### config.mk
export PLATFORM = sky130hd
export DESIGN_NAME = regfile_wb_arbiter
export DESIGN_NICKNAME = d
export VERILOG_FILES = /design/src/rtl/regfile_wb_arbiter.sv
export SDC_FILE = /design/constraint.sdc
export NUM_CORES = 1
export LEC_CHECK = 0
export CAP_MARGIN = 20
export CORE_ASPECT_RATIO = 0.9
export CORE_MARGIN = 2
export CORE_UTILIZATION = 38
export DETAILED_ROUTE_END_ITERATION = 8
export GPL_ROUTABILITY_DRIVEN = 0
export PLACE_DENSITY = 0.8
export REMOVE_ABC_BUFFERS = 1
export SYNTH_ARGS = -nofsm -noshare
export SYNTH_HDL_FRONTEND = slang
export SYNTH_SLANG_ARGS = --single-unit
export TNS_END_PERCENT = 1
### constraint.sdc
create_clock -name clk -period 2 [get_ports clk]
set_clock_uncertainty 0.05 [all_clocks]
set_input_delay 0.2 -clock clk [delete_from_list [all_inputs] [get_ports clk]]
set_output_delay 0.2 -clock clk [all_outputs]
set_load 0.1 [all_outputs]
### src/rtl/regfile_wb_arbiter.sv
`default_nettype none
// ============================================================================
// regfile_wb_arbiter: shares the register-file write port between two
// writeback requesters; r0 writes are accepted and discarded.  Rev 1.0
// ============================================================================
module regfile_wb_arbiter #(
  parameter int AW        = 5,
  parameter int DW        = 32,
  parameter int PRIO_MODE = 0,
  parameter int MAX_WAIT  = 4
) (
  input  logic          clk,
  input  logic          rst_n,
  input  logic          req0_valid,
  input  logic [AW-1:0] req0_addr,
  input  logic [DW-1:0] req0_data,
  output logic          req0_ready,
  input  logic          req1_valid,
  input  logic [AW-1:0] req1_addr,
  input  logic [DW-1:0] req1_data,
  output logic          req1_ready,
  output logic          rf_we,
  output logic [AW-1:0] rf_waddr,
  output logic [DW-1:0] rf_wdata,
  output logic          grant_id,
  output logic [7:0]    drop_cnt
);

  localparam logic [3:0] MAX_WAIT_C = 4'(MAX_WAIT);

  logic          last_grant_q, last_grant_d;
  logic [3:0]    wait_cnt_q,   wait_cnt_d;
  logic          rf_we_q,      rf_we_d;
  logic [AW-1:0] rf_waddr_q,   rf_waddr_d;
  logic [DW-1:0] rf_wdata_q,   rf_wdata_d;
  logic          grant_id_q,   grant_id_d;
  logic [7:0]    drop_cnt_q,   drop_cnt_d;

  logic          sel;
  logic          accept;
  logic [AW-1:0] acc_addr;
  logic [DW-1:0] acc_data;

  // Selection looks only at valids and registered state so ready never
  // depends on address or data.
  always_comb begin
    sel = 1'b0;
    if (PRIO_MODE == 0) begin
      if (req0_valid && req1_valid) sel = ~last_grant_q;
      else                          sel = req1_valid;
    end else begin
      if (req1_valid && (wait_cnt_q == MAX_WAIT_C)) sel = 1'b1;
      else if (req0_valid)                          sel = 1'b0;
      else                                          sel = req1_valid;
    end
  end

  assign req0_ready = rst_n & req0_valid & ~sel;
  assign req1_ready = rst_n & req1_valid &  sel;
  assign accept     = req0_ready | req1_ready;
  assign acc_addr   = sel ? req1_addr : req0_addr;
  assign acc_data   = sel ? req1_data : req0_data;

  always_comb begin
    last_grant_d = last_grant_q;
    wait_cnt_d   = 4'd0;
    rf_we_d      = 1'b0;
    rf_waddr_d   = rf_waddr_q;
    rf_wdata_d   = rf_wdata_q;
    grant_id_d   = grant_id_q;
    drop_cnt_d   = drop_cnt_q;

    if ((PRIO_MODE != 0) && req1_valid && !req1_ready)
      wait_cnt_d = (wait_cnt_q == 4'hF) ? wait_cnt_q : wait_cnt_q + 4'd1;

    if (accept) begin
      last_grant_d = sel;
      grant_id_d   = sel;
      rf_waddr_d   = acc_addr;
      rf_wdata_d   = acc_data;
      rf_we_d      = (acc_addr != '0);
      if ((acc_addr == '0) && (drop_cnt_q != 8'hFF))
        drop_cnt_d = drop_cnt_q + 8'd1;
    end
  end

  always_ff @(posedge clk or negedge rst_n) begin
    if (!rst_n) begin
      last_grant_q <= 1'b1;
      wait_cnt_q   <= 4'd0;
      rf_we_q      <= 1'b0;
      rf_waddr_q   <= '0;
      rf_wdata_q   <= '0;
      grant_id_q   <= 1'b0;
      drop_cnt_q   <= 8'd0;
    end else begin
      last_grant_q <= last_grant_d;
      wait_cnt_q   <= wait_cnt_d;
      rf_we_q      <= rf_we_d;
      rf_waddr_q   <= rf_waddr_d;
      rf_wdata_q   <= rf_wdata_d;
      grant_id_q   <= grant_id_d;
      drop_cnt_q   <= drop_cnt_d;
    end
  end

  assign rf_we    = rf_we_q;
  assign rf_waddr = rf_waddr_q;
  assign rf_wdata = rf_wdata_q;
  assign grant_id = grant_id_q;
  assign drop_cnt = drop_cnt_q;

endmodule
`default_nettype wire

-- Yosys cells after proc, flatten, opt, wreduce, memory -nomap -nowiden
Index checks and enable logic that the tools add are counted.
- mux-type cells: 4
- divide/modulo/power cells: 0
- $add $sub $neg: 1
- shift operators: 0
- multiply operators: 0
- equal/unequal tests: 1
- $lt $le $gt $ge: 0
- bitwise logic cells: 7
- reductions and logical operators: 5
- operators with widths (cell ; count):
    32-bit 2-to-1 mux ; 1
    8-bit by 1-bit adder with 8-bit output, second input constant ; 1
    8-bit != test, second input constant ; 1
    5-bit logical NOT ; 1
    5-bit 2-to-1 mux ; 1
    5-bit nonzero test ; 1
    1-bit bitwise AND ; 4
    1-bit logical AND ; 2
    1-bit 2-to-1 mux ; 2
    1-bit NOT ; 2
    2-bit AND reduction ; 1
    1-bit bitwise OR ; 1
- bits in read-only memories: 0
- output and inout bits: 49
- register bits after elaboration: 48
- input port bits: 78
- word-level logic and storage cells: 24
- memory bits (writable): 0
- latch bits: 0
- memories: 0

-- Longest topological paths before layout
- depth in word-level cells: 6
- mapped depth: 5
- mapped depth without buffers: 5

-- Least setup slack after synthesis
No wires, ideal clock.
- path kind: register to output
- start point: register last_grant_q
- end point: output req0_ready
- slack: -0.513 ns
- path buffers: 2
- data required time: 1.750 ns
- data arrival time: 2.263 ns
- stages on the path, launching flop included: 5
- cell sequence: dfstp_2 > a21boi_2 > buf_4 > buf_4 > nor2_1
- cells in the longest elaborated chain, start to end: 4
- ends and longest elaborated chain (element ; RTL line ; text):
    start: declaration ; 31 ; logic last_grant_q, last_grant_d;
    start signal: assignment ; 97 ; last_grant_q <= last_grant_d;
    1-bit NOT ; 49 ; if (req0_valid && req1_valid) sel = ~last_grant_q;
    1-bit 2-to-1 mux ; 49 ;
    1-bit NOT ; 58 ; assign req0_ready = rst_n & req0_valid & ~sel;
    1-bit bitwise AND ; 58 ;
    end: declaration ; 17 ; output logic req0_ready,
Every way passes these cells.

-- Worst setup path in the final report
- start point: input req1_valid
- end point: output req1_ready
- cells in the longest elaborated chain, start to end: 3
- elaborated cells between the ends (all ways): 4
- those cells by class: mux (1); bitwise (2); reduce/logical (1)
- ends and longest elaborated chain (element ; RTL line ; text):
    start: declaration ; 18 ; input logic req1_valid,
    1-bit logical AND ; 49 ;
    1-bit 2-to-1 mux ; 49 ;
    1-bit bitwise AND * ; 59 ; assign req1_ready = rst_n & req1_valid & sel;
    end: declaration ; 21 ; output logic req1_ready,
Every way passes the cells marked *; elsewhere a longest branch is shown, timed or not.

==> results_dict.tcl <==
set metrics [dict create \
    run_status "finished, final reports clean" \
    yosysTopAreaCellShare_pct 52.2 \
    area_of_the_die_um2 6570 \
    unrepaired_setup_endpoints_after_global_routing "false" \
    n_antenna_cell 0 \
    grt_pass1_vias 2017 \
    report.final.slew_viol_count 0 \
    synth.largest_area_cell "sky130_fd_sc_hd__dfrtp_1" \
    synth_top_family_by_area "multiplexers" \
    worst_vdd_ir_mv 0.634 \
    power_density_nw_per_um2 968 \
    required_arrival_time_at_the_worst_endpoint_ns 1.75 \
    wl_per_cell_um 14.6 \
    floorplan.die.width_um 85.2 \
    via_per_inst 4.86 \
    post_synth_xor_area_fraction_pct 2.72 \
    whs_ns 0.296 \
    dieHeight_um 77.1 \
    ys_warn_count 0 \
    postRouteWirelength_um 5950 \
    fmax_ghz 0.532 \
    clock_buffers_created_by_tritoncts 5 \
    post_synth_mux_area_share_pct 17.1 \
    clk_transition_reported_paths_ns 0.08 \
    clk-insertion-delay-late_ns 0.30 \
    crit_fanout 9 \
    synth_compound_gate_area_share_pct 13.3 \
    cts.root.buffer_cell "sky130_fd_sc_hd__clkbuf_8" \
    min_path_type "in -> async" \
    ant_nets 0 \
    final.period_utilization_pct 94.0 \
    timing.rr.end "drop_cnt[1]$_DFFE_PN0P_" \
    rr_startpoint "drop_cnt[0]$_DFFE_PN0P_" \
    timing.final.setup_violations 0 \
    netlist-cell-type-count 27 \
    number_of_buffers_added_for_setup_after_cts 0 \
    fp-row-count 26 \
    fin_nets 417 \
    drive_gt1_share_pct 21.8 \
    synth-adder-area-share_pct 0.555 \
    synth_cells 208 \
    syn_area_per_cell_um2 10.8 \
    clock_tree_from_tritoncts "yes" \
    maxCapViolations 0 \
    cts.htree.levels 2 \
    boundary_pin_count 127 \
    critPathLaunch "req1_valid" \
    internal_reg_to_reg_setup_slack_ns 0.21 \
    grt_pass1_wl_um 9470 \
    number_of_iterations_in_the_first_detailed_routing_pass 4 \
    mostFrequentLayoutCell "sky130_fd_sc_hd__clkdlybuf4s50_1" \
    io_buffers 126 \
    post-route-cell-area_um2 3670 \
    antenna_violations_before_repair 0 \
    timing_worst_slew_pin_value_ns 0.506 \
    drc 0 \
    totalPowerFinal_w 0.00355 \
    finalHoldViolCount 0 \
    setup_total_negative_slack_ns 0 \
    worst-r2r-cell-count 5 \
    power_frac_clock_pct 19.1 \
    max_slew_margin_pct 66.3 \
    grt_max_degree 57 \
    endpoint "req1_ready" \
    placedInstanceArea_um2 3550 \
    most_used_cells_in_the_layout_excluding_fill_and_tap_cells "sky130_fd_sc_hd__clkdlybuf4s50_1 (76), sky130_fd_sc_hd__buf_4 (54), sky130_fd_sc_hd__dfrtp_1 (47), sky130_fd_sc_hd__nand2_1 (38)" \
    synth_top_cells_by_area "sky130_fd_sc_hd__dfrtp_1 (52%), sky130_fd_sc_hd__mux2i_1 (16%), sky130_fd_sc_hd__o21ai_0 (8.2%)" \
    swShare_pct 46.0 \
    finalWorstPathRequiredPeriod_ns 1.88 \
    cts.repair.resized 0 \
    synthSimpleGateAreaFrac_pct 10.4 \
    power.internal_w 0.00192 \
    post-dp-hpwl_um 4620 \
    area_growth_pct 62.8 \
    netlist_area_um2 2250 \
    arrival_ns 1.63 \
    grtUsageTotal_pct 18.2 \
    ys_seq_elements 48 \
    global_route.overflow_total 0 \
    routed-via-count 1988 \
    critical_path.endpoint_type "output port" \
    cts_max_path_buffers 2 \
    net-switching-power_w 0.00163 \
    share_seq_of_total_power_pct 33.6 \
    clock_sinks 48 \
    seq_area_frac_synth_pct 53.3 \
    worstSetupStartpointType "input pin" \
    power_frac_comb_pct 47.4 \
    floorplan.initialDensity_pct 39.6 \
    drt-initial-drc-count 78 \
    criticalPathCategory "in -> out" \
    design.core.area_um2 5690 \
    cellLeakagePower_nw 1.68 \
]
## power by group through the flow
stage               clock network (W)  registers [W]  logic [W]
finish                       0.000677        0.00119    0.00168
global route                 0.000740        0.00121    0.00175
CTS                          0.000701        0.00119    0.00170
detailed placement                  0        0.00121    0.00169
global placement                    0        0.00120    0.00168
floorplan                           0        0.00214   0.000253
## cell usage after synthesis, drive strengths merged
master and instances:
and2 3, buf 4, mux2i 37, dfstp 1, mux2 1, and4 1
a31oi 2, a21oi 1, xnor2 7, or4 1, a21o 1, o2111ai 4
a21boi 1, nor3 3, ha 1, o211ai 2, o21ai 39, clkbuf 9
nand2 38, dfrtp 47, and3 3, nor2 2
## repair_timing
| action | in CTS | in global routing |
|---|---|---|
| endpoints found under the setup margin | 0 | 0 |
| hold endpoints to repair | 7 | 0 |
| hold buffers | 1 | 0 |
## worst min path at each step
stage,startpoint,end,depth (start not counted)
after floorplan,rst_n,drop_cnt[0]$_DFFE_PN0P_,0
after global placement,rst_n,rf_wdata[28]$_DFFE_PN0P_,1
after detailed placement,rst_n,rf_wdata[28]$_DFFE_PN0P_,1
after CTS,rst_n,rf_wdata[31]$_DFFE_PN0P_,2
after global routing,rst_n,rf_wdata[31]$_DFFE_PN0P_,2
final,rst_n,rf_wdata[31]$_DFFE_PN0P_,2
## worst max-delay path, stage by stage
cell	delay [ns]
sky130_fd_sc_hd__clkdlybuf4s50_1	0.48
sky130_fd_sc_hd__a21boi_4	0.29
sky130_fd_sc_hd__buf_4	0.25
sky130_fd_sc_hd__and2_1	0.21
sky130_fd_sc_hd__buf_12	0.19
## kinds of logic (layout without fill, tap and decap cells)
group	count (synthesis)	count (layout)
xor+xnor	7	7
flops	48	48
fa+ha+maj	1	1
simple gates	51	51
buf+inv	13	144
compound gates	50	50
mux	38	38
## state kept, by name, summed over array words and instances (netlist names)
signal        flops
rf_waddr          5
rf_wdata         32
last_grant_q      1
rf_we             1
grant_id          1
drop_cnt          8
## stage by stage
step           util [%]  cells  setup slack, ns
4_1_cts            64.5    409            0.103
6_report           64.5    409            0.120
5_1_grt            64.5    409           0.0548
2_1_floorplan         -    195            -1.27
3_5_place_dp       62.4    400           0.0296
3_3_place_gp       62.4    400           0.0553
## layer usage
| metal | part of all wire [%] | global-route usage, % | vias to the layer above |
|---|---|---|---|
| li1 | - | - | 989 |
| met1 | 40 | 20.6 | 908 |
| met2 | 50 | 33.0 | 86 |
| met3 | 9.4 | 6.46 | 5 |
| met4 | 0.71 | 3.33 | 0 |
| met5 | 0 | 0 | - |
## cell type report
cell class / count / area (um^2)
clock buffer: 6 / 72.6
clock inverter: 2 / 35.0
fill: 508 / 2020
multi-input combinational: 147 / 1010
sequential: 48 / 1200
tap: 70 / 87.6
timing repair buffer: 136 / 1260
(Power assumes the default switching activity.)
